## src/rtl/processor_top_pkg.sv

```systemverilog
// Shared definitions for the processor_top core: opcode and funct
// constants, the ALU operation set, the NOP encoding and the ALU itself.
package processor_top_pkg;

   localparam logic [6:0] OP_R      = 7'b0110011;
   localparam logic [6:0] OP_I      = 7'b0010011;
   localparam logic [6:0] OP_BRANCH = 7'b1100011;
   localparam logic [6:0] OP_JAL    = 7'b1101111;

   localparam logic [2:0] F3_ADD_SUB = 3'b000;
   localparam logic [2:0] F3_SLT     = 3'b010;
   localparam logic [2:0] F3_XOR     = 3'b100;
   localparam logic [2:0] F3_OR      = 3'b110;
   localparam logic [2:0] F3_AND     = 3'b111;
   localparam logic [2:0] F3_BEQ     = 3'b000;
   localparam logic [2:0] F3_BNE     = 3'b001;

   localparam logic [6:0] F7_BASE = 7'b0000000;
   localparam logic [6:0] F7_SUB  = 7'b0100000;

   localparam logic [31:0] NOP_INSN = 32'h0000_0013;

   typedef enum logic [2:0] {
      ALU_ADD,
      ALU_SUB,
      ALU_AND,
      ALU_OR,
      ALU_XOR,
      ALU_SLT
   } alu_op_e;

   function automatic logic [31:0] alu_calc(input alu_op_e op,
                                            input logic [31:0] a,
                                            input logic [31:0] b);
      logic [31:0] y;
      case (op)
         ALU_ADD: y = a + b;
         ALU_SUB: y = a - b;
         ALU_AND: y = a & b;
         ALU_OR:  y = a | b;
         ALU_XOR: y = a ^ b;
         ALU_SLT: y = {31'b0, ($signed(a) < $signed(b))};
         default: y = a + b;
      endcase
      return y;
   endfunction

endpackage

```

## src/rtl/processor_top_register_file.sv

```systemverilog
// 32 x 32-bit register file.
// Ports: clk, reset (sync, active-high, clears all registers),
//        rs1_addr/rs2_addr -> rs1_data/rs2_data (combinational reads),
//        wr_en/wr_addr/wr_data (write on rising edge).
// x0 always reads as zero and writes to it are dropped.
module register_file (
   input  logic        clk,
   input  logic        reset,
   input  logic [4:0]  rs1_addr,
   input  logic [4:0]  rs2_addr,
   output logic [31:0] rs1_data,
   output logic [31:0] rs2_data,
   input  logic        wr_en,
   input  logic [4:0]  wr_addr,
   input  logic [31:0] wr_data
);

   logic [31:0] registers [0:31];

   always_ff @(posedge clk) begin
      if (reset) begin
         for (int i = 0; i < 32; i++) registers[i] <= '0;
      end else if (wr_en && (wr_addr != 5'd0)) begin
         registers[wr_addr] <= wr_data;
      end
   end

   assign rs1_data = (rs1_addr == 5'd0) ? 32'd0 : registers[rs1_addr];
   assign rs2_data = (rs2_addr == 5'd0) ? 32'd0 : registers[rs2_addr];

endmodule

```

## src/rtl/processor_top.sv

```systemverilog
// Single-cycle RV32I-subset core with an internal boot ROM.
// Ports: clk, reset (sync, active-high), rx (reserved, ignored),
//        tx (held idle high), result (last non-x0 write-back value).
// ROM_IMAGE selects the built-in program: 0 = boot program, 1 = branch
// test image. Unlisted ROM words read as NOP.
module processor_top
   import processor_top_pkg::*;
#(
   parameter int          ROM_DEPTH = 64,
   parameter logic [31:0] RESET_PC  = 32'h0000_0000,
   parameter int          ROM_IMAGE = 0
) (
   input  logic        clk,
   input  logic        reset,
   input  logic        rx,
   output logic        tx,
   output logic [31:0] result
);

   localparam int IDX_W = $clog2(ROM_DEPTH);

   logic [31:0] pc;
   logic [31:0] instruction;
   logic [31:0] pc_next;
   logic [31:0] pc_plus4;

   logic [6:0]  opcode;
   logic [4:0]  rd;
   logic [2:0]  funct3;
   logic [4:0]  rs1;
   logic [4:0]  rs2;
   logic [6:0]  funct7;
   logic [31:0] imm_i;
   logic [31:0] imm_b;
   logic [31:0] imm_j;

   logic [31:0] rs1_data;
   logic [31:0] rs2_data;
   logic [31:0] alu_b;
   alu_op_e     alu_op;
   logic        wr_en;
   logic        link;
   logic [31:0] wr_data;

   logic        unused_rx;

   function automatic logic [31:0] rom_word(input int idx);
      logic [31:0] w;
      w = NOP_INSN;
      if (ROM_IMAGE == 0) begin
         case (idx)
            0:       w = 32'h00F0_0113;   // addi x2,x0,15
            1:       w = 32'h00F0_0193;   // addi x3,x0,15
            2:       w = 32'h0031_00B3;   // add  x1,x2,x3
            3:       w = 32'h4030_8233;   // sub  x4,x1,x3
            4:       w = 32'h0000_006F;   // jal  x0,0 (halt)
            default: w = NOP_INSN;
         endcase
      end else begin
         case (idx)
            0:       w = 32'hFFF0_0293;   // addi x5,x0,-1
            1:       w = 32'h0052_8333;   // add  x6,x5,x5
            2:       w = 32'h0003_1463;   // bne  x6,x0,+8
            3:       w = 32'h0010_0393;   // addi x7,x0,1
            4:       w = 32'h0020_0413;   // addi x8,x0,2
            default: w = NOP_INSN;
         endcase
      end
      return w;
   endfunction

   // Index truncation makes the pc wrap around the ROM.
   assign instruction = rom_word(int'(pc[IDX_W+1:2]));

   assign opcode = instruction[6:0];
   assign rd     = instruction[11:7];
   assign funct3 = instruction[14:12];
   assign rs1    = instruction[19:15];
   assign rs2    = instruction[24:20];
   assign funct7 = instruction[31:25];

   assign imm_i = {{20{instruction[31]}}, instruction[31:20]};
   assign imm_b = {{19{instruction[31]}}, instruction[31], instruction[7],
                   instruction[30:25], instruction[11:8], 1'b0};
   assign imm_j = {{11{instruction[31]}}, instruction[31], instruction[19:12],
                   instruction[20], instruction[30:21], 1'b0};

   assign pc_plus4 = pc + 32'd4;
   assign tx       = 1'b1;
   assign unused_rx = rx;

   register_file reg_file (
      .clk      (clk),
      .reset    (reset),
      .rs1_addr (rs1),
      .rs2_addr (rs2),
      .rs1_data (rs1_data),
      .rs2_data (rs2_data),
      .wr_en    (wr_en),
      .wr_addr  (rd),
      .wr_data  (wr_data)
   );

   // Decode: anything not explicitly recognised falls through as a NOP.
   always_comb begin
      alu_op  = ALU_ADD;
      alu_b   = rs2_data;
      wr_en   = 1'b0;
      link    = 1'b0;
      pc_next = pc_plus4;
      case (opcode)
         OP_R: begin
            case (funct3)
               F3_ADD_SUB: begin
                  alu_op = (funct7 == F7_SUB) ? ALU_SUB : ALU_ADD;
                  wr_en  = (funct7 == F7_BASE) || (funct7 == F7_SUB);
               end
               F3_SLT: begin alu_op = ALU_SLT; wr_en = (funct7 == F7_BASE); end
               F3_XOR: begin alu_op = ALU_XOR; wr_en = (funct7 == F7_BASE); end
               F3_OR:  begin alu_op = ALU_OR;  wr_en = (funct7 == F7_BASE); end
               F3_AND: begin alu_op = ALU_AND; wr_en = (funct7 == F7_BASE); end
               default: wr_en = 1'b0;
            endcase
         end
         OP_I: begin
            alu_b = imm_i;
            case (funct3)
               F3_ADD_SUB: begin alu_op = ALU_ADD; wr_en = 1'b1; end
               F3_XOR:     begin alu_op = ALU_XOR; wr_en = 1'b1; end
               F3_OR:      begin alu_op = ALU_OR;  wr_en = 1'b1; end
               F3_AND:     begin alu_op = ALU_AND; wr_en = 1'b1; end
               default:    wr_en = 1'b0;
            endcase
         end
         OP_BRANCH: begin
            if (((funct3 == F3_BEQ) && (rs1_data == rs2_data)) ||
                ((funct3 == F3_BNE) && (rs1_data != rs2_data)))
               pc_next = pc + imm_b;
         end
         OP_JAL: begin
            wr_en   = 1'b1;
            link    = 1'b1;
            pc_next = pc + imm_j;
         end
         default: ;
      endcase
      wr_data = link ? pc_plus4 : alu_calc(alu_op, rs1_data, alu_b);
   end

   always_ff @(posedge clk) begin
      if (reset) begin
         pc     <= RESET_PC;
         result <= '0;
      end else begin
         pc <= pc_next;
         if (wr_en && (rd != 5'd0)) result <= wr_data;
      end
   end

endmodule

```

## config.mk

```make
export PLATFORM = sky130hd
export DESIGN_NAME = processor_top
export DESIGN_NICKNAME = d
export VERILOG_FILES = /design/src/rtl/processor_top_pkg.sv /design/src/rtl/processor_top_register_file.sv /design/src/rtl/processor_top.sv
export SDC_FILE = /design/constraint.sdc
export NUM_CORES = 1
export LEC_CHECK = 0
export CORE_AREA = 3 3 148 150
export DETAILED_ROUTE_END_ITERATION = 12
export DIE_AREA = 0 0 151 153
export PLACE_DENSITY = 0.68
export SLEW_MARGIN = 30
export SYNTH_ARGS = -nofsm -noshare
export SYNTH_HDL_FRONTEND = slang
export SYNTH_SLANG_ARGS = --single-unit
```

## constraint.sdc

```tcl
create_clock -name clk -period 12.08 [get_ports clk]
set_clock_uncertainty 0.1 [all_clocks]
set_input_delay 1.208 -clock clk [delete_from_list [all_inputs] [get_ports clk]]
set_output_delay 1.208 -clock clk [all_outputs]
set_load 0.01 [all_outputs]
```

## Word level (Yosys, flattened, before mapping)

Memory sizes are Yosys's and may differ from the RTL's.
Index checks and enable logic that the tools add are counted.

- Bits in registers: 64
- RAM bits: 1024
- Bits of input ports: 3
- Output and inout bits: 33
- Logic and storage cells: 71
- Memories kept: 1

Memory list:

| memory | words | width | read ports | clocked after memory_dff | wr ports | RTL line | text |
|---|---|---|---|---|---|---|---|
| reg_file.registers | 32 | 32 | 2 | 0 | 32 | processor_top_register_file.sv:18 | `logic [31:0] registers [0:31];` |

- Add/subtract/negate cells: 5
- Magnitude comparators: 1
- Equal/unequal tests: 21
- Muxes and demuxes: 24
- Bitwise gates (word level): 3
- Reduce and logical (&&, ||, !) cells: 14

Operator list:

| cell | number |
|---|---|
| $mux W32 | 6 |
| $pmux W32 S5 | 1 |
| $pmux W31 S5 | 1 |
| $add A32 B32 Y32 | 3 |
| $pmux W32 S2 | 1 |
| $add A32 B3 Y32 const B | 1 |
| $and A32 B32 Y32 | 1 |
| $eq A32 B32 Y1 | 1 |
| $lt A32 B32 Y1 | 1 |
| $ne A32 B32 Y1 | 1 |
| $or A32 B32 Y32 | 1 |
| $reduce_or A32 Y1 | 1 |
| $sub A32 B32 Y32 | 1 |
| $xor A32 B32 Y32 | 1 |
| $eq A3 B3 Y1 const B | 5 |
| $pmux W3 S5 | 1 |
| $eq A7 B6 Y1 const B | 2 |
| $eq A7 B7 Y1 const B | 2 |
| $eq A6 B2 Y1 const B | 2 |
| $logic_not A5 Y1 | 2 |
| $eq A3 B2 Y1 const B | 3 |
| $mux W1 | 9 |
| $pmux W3 S3 | 1 |
| $reduce_or A4 Y1 | 2 |
| 14 further kinds | 18 |

## Logic depth before layout (Yosys ltp)

- Word-level depth: 12
- Gate-level depth with buffers: 25
- Depth with buffers taken out: 21

## Hierarchy

A second synthesis with hierarchy kept.

- Cell total of the unflattened synthesis: 4347
- Area, all modules: 60307.8 sq um

Modules (own cells, without submodules):

| module | instances | cells each | area each (sq um) | seq. area each (sq um) |
|---|---|---|---|---|
| register_file | 1 | 3502 | 54253.3 | 30749.5 |
| processor_top | 1 | 845 | 6054.6 | 1261.2 |

## Worst setup path before layout

Ideal clock, no wire load.

- Path kind: register to register
- From: register pc[2]
- To: memory reg_file.registers[3][23] (data pin)
- Library setup time: 0.266 ns
- Data arrival time: 5.257 ns
- Data required time: 11.714 ns
- Path slack: 6.457 ns
- Cell stages (with the launch flop): 25
- Buffers on the path: 3
- Cells stage by stage: dfxtp_1 -> inv_1 -> ha_1 -> or2_2 -> clkbuf_1 -> nor3_1 -> buf_2 -> buf_1 -> a21o_1 -> inv_1 -> ha_1 -> o21ai_0 -> a21oi_2 -> nor2_2 -> nor2_1 -> a311o_1 -> ha_1 -> a21oi_1 -> nand2_1 -> or2_2 -> o21ai_0 -> a21oi_1 -> or3_1 -> a31oi_1 -> nor2_1

RTL lines:

| element | RTL line | text |
|---|---|---|
| from (decl) | processor_top.sv:22 | `logic [31:0] pc;` |
| from (signal assigned) | processor_top.sv:155 | `pc <= pc_next;` |
| to (decl) | processor_top_register_file.sv:18 |  |

==> metrics.md <==
| Metric | Value |
|---|---|
| Run status | `completed` |
| Final design instance area without fill | `11300 µm²` |
| Top Ports | `36` |
| Register clock-pin slew on the reported worst setup and hold paths | `0.06 ns` |
| Total Nets Final | `1251` |
| Aggregate negative setup slack | `0 ns` |
| Top fanout value on the critical path | `12` |
| # resized after CTS | `0` |
| Average cell area after synthesis | `8.45 µm²` |
| Clock root buffer master | `sky130_fd_sc_hd__clkbuf_16` |
| Total of warnings raised by yosys | `0` |
| Number of synthesized register bits | `159` |
| Critical path buffers and inverters | `2` |
| DIE WIDTH | `151 µm` |
| Synth area leaders | `sky130_fd_sc_hd__edfxtp_1 (28%), sky130_fd_sc_hd__dfxtp_1 (12%), sky130_fd_sc_hd__nor2_1 (7.2%), sky130_fd_sc_hd__ha_1 (5.3%), sky130_fd_sc_hd__nand2_1 (4.9%)` |
| CTS max path bufs | `2` |
| Number of clock sinks seen by CTS | `159` |
| Instance area after placement | `10700 µm²` |
| Critical path class | `flip-flop to flip-flop` |
| Cell area after synthesis | `10200 µm²` |
| Endpoint arrival time on the critical path | `6.88 ns` |
| Relative slew slack | `35.0%` |
| Type of origin of the critical path | `flip-flop` |
| Distinct cells, synth | `67` |
| PD cells | `264 nW/µm²` |
| Total Wirelength | `29300 µm` |
| Area overhead of the layout relative to synthesis | `10.9%` |
| Number of placed cells counting well taps | `1459` |
| HPWL Detailed | `19600 µm` |
| Most frequent standard cell in the layout excluding fill and tap cells | `sky130_fd_sc_hd__nor2_1` |
| Basic-gate share of the synthesized area counting and, or, nand and nor cells | `23.1%` |
| Clock insertion delay at the later pin of the skew report | `0.44 ns` |
| Number of maximum-capacitance violations | `0` |
| GRT Resource Usage Total | `26.2%` |
| Detail-routed via count per cell | `6.14` |
| Placement Rows | `53` |
| Final-report max-slew violation count | `0` |
| Slew at the pin closest to its max-slew limit | `0.971 ns` |
| Number of buffers added to fix hold violations after cts | `0` |
| Most used routing layer in global routing | `met2` |
| Antenna violation net count after detailed routing | `0` |
| Number of remaining DRC errors | `0` |
| Clock period minus final worst setup slack | `6.82 ns` |
| Most frequent cells in the layout | `sky130_fd_sc_hd__nor2_1 (195), sky130_fd_sc_hd__nand2_1 (131), sky130_fd_sc_hd__edfxtp_1 (97)` |
| Global-route wire length before repair | `47500 µm` |
| Via count of the first global-routing pass | `8725` |
| Initial cell density of the core | `49.1%` |
| Met1 track demand over resource | `37.8%` |
| Total number of vias | `9161` |
| Number of nets produced by synthesis | `1258` |
| GR Util met2 | `40.3%` |
| Yosys top cell by area | `sky130_fd_sc_hd__edfxtp_1` |
| Final std cells w/o fill | `1491` |
| Floorplan core area | `20800 µm²` |
| Total count of hold-check failures in the final report | `0` |
| Met3 demand-to-capacity share in global routing | `3.97%` |
| Xor and xnor fraction of the mapped netlist area | `5.22%` |
| Hold Path Class | `flip-flop to flip-flop` |
| Post-synthesis mux area share | `3.05%` |
| GPL Wtd Cong | `0.906` |
| Maximum number of pins on one net before global-route repair | `74` |
| Fraction of layout cells with a size suffix above 1 | `5.84%` |
| Critical Path Sink Type | `flip-flop` |
| Adder and majority cell fraction of the synthesized area | `5.65%` |
| GRT Residual Overflow | `0` |
| EDFF count, synth | `97` |
| Slowest cell on the critical path | `sky130_fd_sc_hd__a211oi_1` |
| Main combinational cell family by area after synthesis | `simple AND/OR/NAND/NOR gates` |
| Async SR Flop Fraction | `0%` |
| Unrepaired setup endpoints after global routing | `false` |
| Leakage | `4.35 nW` |
| Maximum single-stage delay on the critical path | `0.57 ns` |
| Compound-Gate Fraction of Synth Area | `19.0%` |
| Timing-limited maximum frequency | `147 MHz` |
| Final setup fails | `0` |
| Number of buffers inserted during clock tree synthesis | `17` |
| Starting DRC count in detailed routing | `849` |
| Post-route clock period utilization | `56.5%` |
| Die Span Y | `153 µm` |
| Number of levels in the clock H-tree | `4` |
| ANT cells | `0` |
| Cell repeated most along the worst path | `sky130_fd_sc_hd__ha_1` |
| CP cell instances | `inv_1 > ha_1 > nor2_1 > and3_1 > a21o_1 > inv_1 > ha_1 > o21ai_0 > a21oi_2 > nor2_2 > nor2_1 > a311o_1 > ha_1 > and3_1 > a211oi_1 > nor4_1 > o2111ai_1 > a31oi_1 > xnor2_1 > a211oi_1` |
| Category of cells accounting for the largest share of critical-path delay | `compound AO/OA/AOI/OAI gates` |
| Most used flip-flop cell after synthesis | `sky130_fd_sc_hd__edfxtp_1` |
| Initial antenna violation count | `0` |
| Number of port buffers | `33` |
| Routed len/inst | `19.7 µm` |
| Iteration count of the initial detailed-routing pass | `6` |
| Synthesized instance count | `1210` |
| Worst-case vdd ir drop | `0.153 mV` |
| Setup Fix Bufs, Post-CTS | `0` |
| Crit path required time | `12.13 ns` |
| Proportion of synthesized chip area in sequential cells | `40.6%` |
| Yosys top cell area share | `28.5%` |
| Die ar. | `23100 µm²` |
| TritonCTS clock tree | `yes` |
[kinds of logic (layout without fill, tap and decap cells)]
family / Yosys count / count (layout)
multiplexers: 31 / 31
AND/OR/NAND/NOR: 515 / 515
XOR/XNOR: 61 / 61
buffers and inverters: 90 / 96
AO/OA/AOI/OAI: 307 / 307
flip-flops: 159 / 159
adder cells (fa/ha/maj): 45 / 45
other: 2 / 2
[state kept, by name, summed over array words and instances (netlist names)]
signal	flops
reg_file.registers	97
pc	30
result	32
[power breakdown]
group          switching, mW  internal (mW)
Combinational           1.05          0.582
Sequential            0.0845          0.732
Clock                  0.233          0.313
[cell usage after synthesis, types with 3 or more instances]
| cell type | number |
|---|---|
| sky130_fd_sc_hd__nor2_1 | 196 |
| sky130_fd_sc_hd__nand2_1 | 133 |
| sky130_fd_sc_hd__edfxtp_1 | 97 |
| sky130_fd_sc_hd__a21oi_1 | 86 |
| sky130_fd_sc_hd__o21ai_0 | 78 |
| sky130_fd_sc_hd__dfxtp_1 | 62 |
| sky130_fd_sc_hd__clkbuf_1 | 60 |
| sky130_fd_sc_hd__ha_1 | 43 |
| sky130_fd_sc_hd__xnor2_1 | 40 |
| sky130_fd_sc_hd__a211oi_1 | 39 |
| sky130_fd_sc_hd__nor3_1 | 39 |
| sky130_fd_sc_hd__nand3_1 | 37 |
| sky130_fd_sc_hd__mux2i_1 | 30 |
| sky130_fd_sc_hd__xor2_1 | 21 |
| sky130_fd_sc_hd__inv_1 | 17 |
| sky130_fd_sc_hd__a21o_1 | 16 |
| sky130_fd_sc_hd__nand4_1 | 16 |
| sky130_fd_sc_hd__or3_1 | 16 |
| sky130_fd_sc_hd__nand2b_1 | 14 |
| sky130_fd_sc_hd__a31oi_1 | 13 |
| sky130_fd_sc_hd__and3_1 | 13 |
| sky130_fd_sc_hd__o211ai_1 | 13 |
| sky130_fd_sc_hd__buf_1 | 9 |
| sky130_fd_sc_hd__nor2b_1 | 9 |
| sky130_fd_sc_hd__nor4_1 | 8 |
| sky130_fd_sc_hd__o21a_1 | 7 |
| sky130_fd_sc_hd__o21bai_1 | 7 |
| sky130_fd_sc_hd__a211o_1 | 6 |
| sky130_fd_sc_hd__a311o_1 | 6 |
| sky130_fd_sc_hd__and4_1 | 6 |
| sky130_fd_sc_hd__nand3b_1 | 6 |
| sky130_fd_sc_hd__o2111ai_1 | 5 |
| sky130_fd_sc_hd__or2_2 | 5 |
| sky130_fd_sc_hd__nor3b_1 | 4 |
| sky130_fd_sc_hd__o31ai_1 | 4 |
| sky130_fd_sc_hd__a31o_2 | 3 |
| sky130_fd_sc_hd__and2_1 | 3 |
| sky130_fd_sc_hd__nor4b_1 | 3 |
| sky130_fd_sc_hd__o311ai_0 | 3 |
[worst paths after layout]
check / from / endpoint / slack (ns) / depth (start not counted)
max: pc[2] / reg_file.registers[2][28] / 5.26 / 20
min: result[15] / result[15] / 0.35 / 2
max reg2reg: pc[2] / reg_file.registers[2][28] / 5.26 / 20
min reg2reg: result[15] / result[15] / 0.35 / 2
[per-layer routing]
layer / share of wire [%] / routed length [µm] / vias up
met5: 0 / 0 / -
met4: 2.3 / 689 / 0
met3: 6.2 / 1810 / 51
met2: 45 / 13300 / 345
met1: 46 / 13600 / 4389
li1: - / - / 4376
[worst min-delay path, cell delays in order, from the launching register on]
cell and delay [ns]:
sky130_fd_sc_hd__dfxtp_1 0.31, sky130_fd_sc_hd__nand2_1 0.05, sky130_fd_sc_hd__a21oi_1 0.05
[layout make-up]
type / instances / area [µm²]
fillers: 1985 / 9470
multi-input cells: 961 / 5770
flip-flops and latches: 159 / 4150
clock buffers: 23 / 532
repair buffers: 45 / 415
well taps: 275 / 344
inverters: 19 / 72.6
clock inverters: 9 / 66.3
[metrics by stage]
stage	hold WS [ns]	worst slack, ns	total power [mW]	utilization (%)
after floorplan	0.350	6.46	1.95	-
after global placement	0.342	5.44	2.41	51.6
after detailed placement	0.346	5.44	2.43	51.6
after CTS	0.357	5.38	2.98	54.5
after global routing	0.404	4.86	3.22	54.5
final	0.355	5.26	2.99	54.5
(Power assumes the default switching activity.)
